## config.mk

```make
export PLATFORM = sky130hd
export DESIGN_NAME = pipe_stage_reg
export DESIGN_NICKNAME = d
export VERILOG_FILES = /design/src/rtl/pipe_stage_reg.sv
export SDC_FILE = /design/constraint.sdc
export NUM_CORES = 1
export LEC_CHECK = 0
export CAP_MARGIN = 5
export CORE_AREA = 3 3 118 120
export DETAILED_ROUTE_END_ITERATION = 8
export DIE_AREA = 0 0 121 123
export PLACE_DENSITY = 0.73
export REMOVE_ABC_BUFFERS = 1
export SLEW_MARGIN = 20
export SYNTH_ARGS = -nofsm -noshare
export SYNTH_HDL_FRONTEND = slang
export SYNTH_SLANG_ARGS = --single-unit
export TNS_END_PERCENT = 5
```

## constraint.sdc

```tcl
create_clock -name clk -period 2.1 [get_ports clk]
set_clock_uncertainty 0.15 [all_clocks]
set_input_delay 0.315 -clock clk [delete_from_list [all_inputs] [get_ports clk]]
set_output_delay 0.315 -clock clk [all_outputs]
set_load 0.01 [all_outputs]
```

## src/rtl/pipe_stage_reg.sv

```systemverilog
// Pipeline stage register with stall/bubble/hold modes and multi-cycle scratch feedback; optional perf counters under PIPE_STAGE_REG_PERF_EN.
// Latency: one cycle in_* -> out_*, all outputs registered. Backpressure: stall[STAGE] holds or bubbles, stall[STAGE+1] selects which.
module pipe_stage_reg #(
    parameter int DATA_W  = 32,
    parameter int TMP_W   = 64,
    parameter int CNT_W   = 2,
    parameter int STALL_W = 6,
    parameter int STAGE   = 3,
    parameter int PERF_W  = 32
) (
    input  logic               clk,
    input  logic               rst,
    input  logic [STALL_W-1:0] stall,
    input  logic               flush,
    input  logic               in_valid,
    input  logic [DATA_W-1:0]  in_data,
    input  logic [TMP_W-1:0]   tmp_i,
    input  logic [CNT_W-1:0]   cnt_i,
    output logic               out_valid,
    output logic [DATA_W-1:0]  out_data,
    output logic [TMP_W-1:0]   tmp_o,
    output logic [CNT_W-1:0]   cnt_o,
    output logic [PERF_W-1:0]  perf_stall,
    output logic [PERF_W-1:0]  perf_bubble,
    output logic [PERF_W-1:0]  perf_flush
);

    logic               valid_q, valid_d;
    logic [DATA_W-1:0]  data_q, data_d;
    logic [TMP_W-1:0]   tmp_q, tmp_d;
    logic [CNT_W-1:0]   cnt_q, cnt_d;

    logic mode_adv, mode_bubble;

    assign mode_adv    = !stall[STAGE];
    assign mode_bubble = stall[STAGE] && !stall[STAGE+1];

    // Scratch is only echoed back during a bubble; every other mode clears it.
    always_comb begin
        valid_d = valid_q;
        data_d  = data_q;
        tmp_d   = '0;
        cnt_d   = '0;
        if (flush) begin
            valid_d = 1'b0;
            data_d  = '0;
        end else if (mode_adv) begin
            valid_d = in_valid;
            data_d  = in_valid ? in_data : '0;
        end else if (mode_bubble) begin
            valid_d = 1'b0;
            data_d  = '0;
            tmp_d   = tmp_i;
            cnt_d   = cnt_i;
        end
    end

    always_ff @(posedge clk) begin
        if (rst) begin
            valid_q <= 1'b0;
            data_q  <= '0;
            tmp_q   <= '0;
            cnt_q   <= '0;
        end else begin
            valid_q <= valid_d;
            data_q  <= data_d;
            tmp_q   <= tmp_d;
            cnt_q   <= cnt_d;
        end
    end

    assign out_valid = valid_q;
    assign out_data  = data_q;
    assign tmp_o     = tmp_q;
    assign cnt_o     = cnt_q;

`ifdef PIPE_STAGE_REG_PERF_EN
    logic [PERF_W-1:0] pstall_q, pstall_d;
    logic [PERF_W-1:0] pbub_q, pbub_d;
    logic [PERF_W-1:0] pflush_q, pflush_d;

    // Counters saturate at all-ones rather than wrapping.
    always_comb begin
        pstall_d = pstall_q;
        pbub_d   = pbub_q;
        pflush_d = pflush_q;
        if (flush) begin
            if (pflush_q != '1) pflush_d = pflush_q + 1'b1;
        end else if (!mode_adv) begin
            if (pstall_q != '1) pstall_d = pstall_q + 1'b1;
            if (mode_bubble && (pbub_q != '1)) pbub_d = pbub_q + 1'b1;
        end
    end

    always_ff @(posedge clk) begin
        if (rst) begin
            pstall_q <= '0;
            pbub_q   <= '0;
            pflush_q <= '0;
        end else begin
            pstall_q <= pstall_d;
            pbub_q   <= pbub_d;
            pflush_q <= pflush_d;
        end
    end

    assign perf_stall  = pstall_q;
    assign perf_bubble = pbub_q;
    assign perf_flush  = pflush_q;
`else
    assign perf_stall  = '0;
    assign perf_bubble = '0;
    assign perf_flush  = '0;
`endif

endmodule

```

==> results_dict.tcl <==
set metrics [dict create \
    status "finished clean" \
    r2r_cells 2 \
    required_ns 1.63 \
    rows 42 \
    reg2reg_slack_ns 1.31 \
    routedLengthMet1_mm 3.58 \
    yosys.area.top_type "dfxtp_1" \
    maxSlewHeadroom 0.577 \
    critical_path_arrival_ns 1.25 \
    cts_root_buf "clkbuf_16" \
    whs_path_depth 2 \
    io-pin-count 303 \
    yosys_register_bits 99 \
    hold_path_end "out_data[9]" \
    synth_cell_types 14 \
    totalWireLength_mm 9.50 \
    r2r_end "out_data[27]" \
    ir_drop_mv 0.430 \
    cpPeakStageDelay_ns 0.56 \
    grt_util_all_layers 0.119 \
    port_buffers 202 \
    dpl.hpwl_mm 7.17 \
    slowest_stage "clkdlybuf4s50_1" \
    regToRegStartpoint "out_data[27]" \
    rsz0062_at_grt "no" \
    wl_per_cell_um 12.5 \
    finalCritPeriodShare 0.814 \
    cp_num_buf_inv 1 \
    core_area_um2 13100 \
    grt_max_degree 67 \
    ant_nets 0 \
    vias_per_cell 3.95 \
    drc_errors 0 \
    syn_inst 389 \
    fin_nets 687 \
    placed_cells 744 \
    hold_class "reg -> reg" \
    initial_utilization 0.296 \
    fin_tns_setup_ns 0 \
    start_kind "flip-flop" \
    timing_hold_violations_final 0 \
    avgSynthCellArea_um2 9.97 \
    cts_resized 0 \
    antenna_cells 0 \
    period_needed_ns 1.71 \
    die_w_um 121 \
    die-height_um 123 \
    postCtsSetupRepairBufs 0 \
    critPathCaptureType "output pin" \
    min_from "out_data[9]" \
    yosys-top-cells-area "dfxtp_1, buf_4, and2_1, nand3b_1, a21oi_1" \
    synth_top_area_share 0.511 \
    grt_pass1_wl_mm 13.7 \
    path_class "reg -> out" \
    pwr_density_cell_nw_per_um2 693 \
    antenna_found_initial 2 \
    drt_pre_antenna_iters 4 \
    path_cells "clkdlybuf4s50_1" \
    clk_path_buf_depth 2 \
    htreeDepth 3 \
    area_growth_pct 53.6 \
    fmax_mhz 585 \
    power_leakage_nw 2.32 \
    instances_no_fill 759 \
    cts_buffers 9 \
    dr_wl_met2_mm 4.41 \
    netlist_area_um2 3880 \
    vias 2996 \
    drive_gt1_frac 0.0377 \
    synth.yosys.warnings 0 \
    wl_met3_mm 1.27 \
    clk_pin_slew_ns 0.07 \
    slew_violations 0 \
    cts.sinks 99 \
    place.gp.congestion 0.697 \
    path_max_fanout 1 \
    insertion_delay_ns 0.33 \
    cts_tree "done" \
    cpLargestDelayFamily "buffers and inverters" \
    drv_cap 0 \
    grt_pass1_vias 2736 \
    yosysSeqAreaShare 0.511 \
    worstMarginPinSlew_ns 0.634 \
    finalSetupViolCount 0 \
    gr-total-overflow 0 \
    dieArea_um2 14900 \
    top_layer_used "met5" \
    holdBufCountCts 0 \
    first_iter_violations 68 \
]
[cell type report]
cell class	count	area [um2]
multi-input cells	263	1380
repair buffers	206	2060
clock buffers	9	225
well taps	176	220
fillers	1202	7130
flip-flops and latches	99	1980
clock inverters	6	90.1
[kinds of logic (layout without fill, tap and decap cells)]
family,after synthesis,in the layout,share of synthesized area
AOI/OAI and AO/OA,33,33,0.0426
buffers and inverters,122,221,0.225
DFF,99,99,0.511
other,1,96,0.000967
and+or+nand+nor,134,134,0.220
[placed cells by master (no fill, tap or decap)]
master             n
buf_4              3
and2_1            66
nor4b_4            1
buf_12             1
clkbuf_16          9
clkdlybuf4s50_1  201
or2_2              1
nand2b_1           1
bufinv_16          2
dfxtp_1           99
clkinv_2           1
conb_1            96
nand3b_1          32
nand3_1           33
a21oi_1           33
buf_2              1
inv_6              1
clkinv_4           1
clkinvlp_4         1
[worst max path at each step]
stage	start	end	slack [ns]	depth (start not counted)
2_1_floorplan	flush	cnt_o[0]	0.22	2
3_3_place_gp	flush	tmp_o[50]	0.31	4
3_5_place_dp	rst	out_data[26]	0.27	3
4_1_cts	tmp_o[44]	tmp_o[44]	0.37	1
5_1_grt	tmp_o[44]	tmp_o[44]	0.34	1
6_report	tmp_o[44]	tmp_o[44]	0.39	1
[synthesized netlist by cell type, drive strengths merged]
cell	instances
dfxtp	99
nand3b	32
and2	66
nand3	33
nor4b	1
buf	109
clkbuf	13
nand2b	1
conb	1
a21oi	33
or2	1
[layer usage]
metal	up-vias	GRT usage
met4	4	0.0673
li1	1436	-
met1	1349	0.133
met5	-	0
met3	18	0.0622
met2	189	0.183
[power by group]
group          switching [W]  total (W)  internal [W]
combinational       0.000203   0.000459      0.000256
clock               0.000709    0.00175       0.00104
sequential         0.0000110    0.00192       0.00191
total               0.000923    0.00413       0.00321
[stage by stage]
| step | setup WS, ns | utilization | power (W) | cell area, um2 | hold slack [ns] |
|---|---|---|---|---|---|
| final | 0.390 | 0.455 | 0.00413 | 5960 | 0.315 |
| after global routing | 0.341 | 0.455 | 0.00431 | 5960 | 0.329 |
| after CTS | 0.371 | 0.455 | 0.00420 | 5960 | 0.319 |
| after detailed placement | 0.273 | 0.431 | 0.00242 | 5640 | 0.309 |
| after global placement | 0.308 | 0.431 | 0.00241 | 5640 | 0.299 |
| after floorplan | 0.225 | - | 0.00211 | 3360 | 0.287 |
[sequential cells by signal, summed over array words and instances, names as in the netlist]
| name | count |
|---|---|
| tmp_o | 64 |
| cnt_o | 2 |
| out_valid | 1 |
| out_data | 32 |
Power figures use the tool's default switching activity.
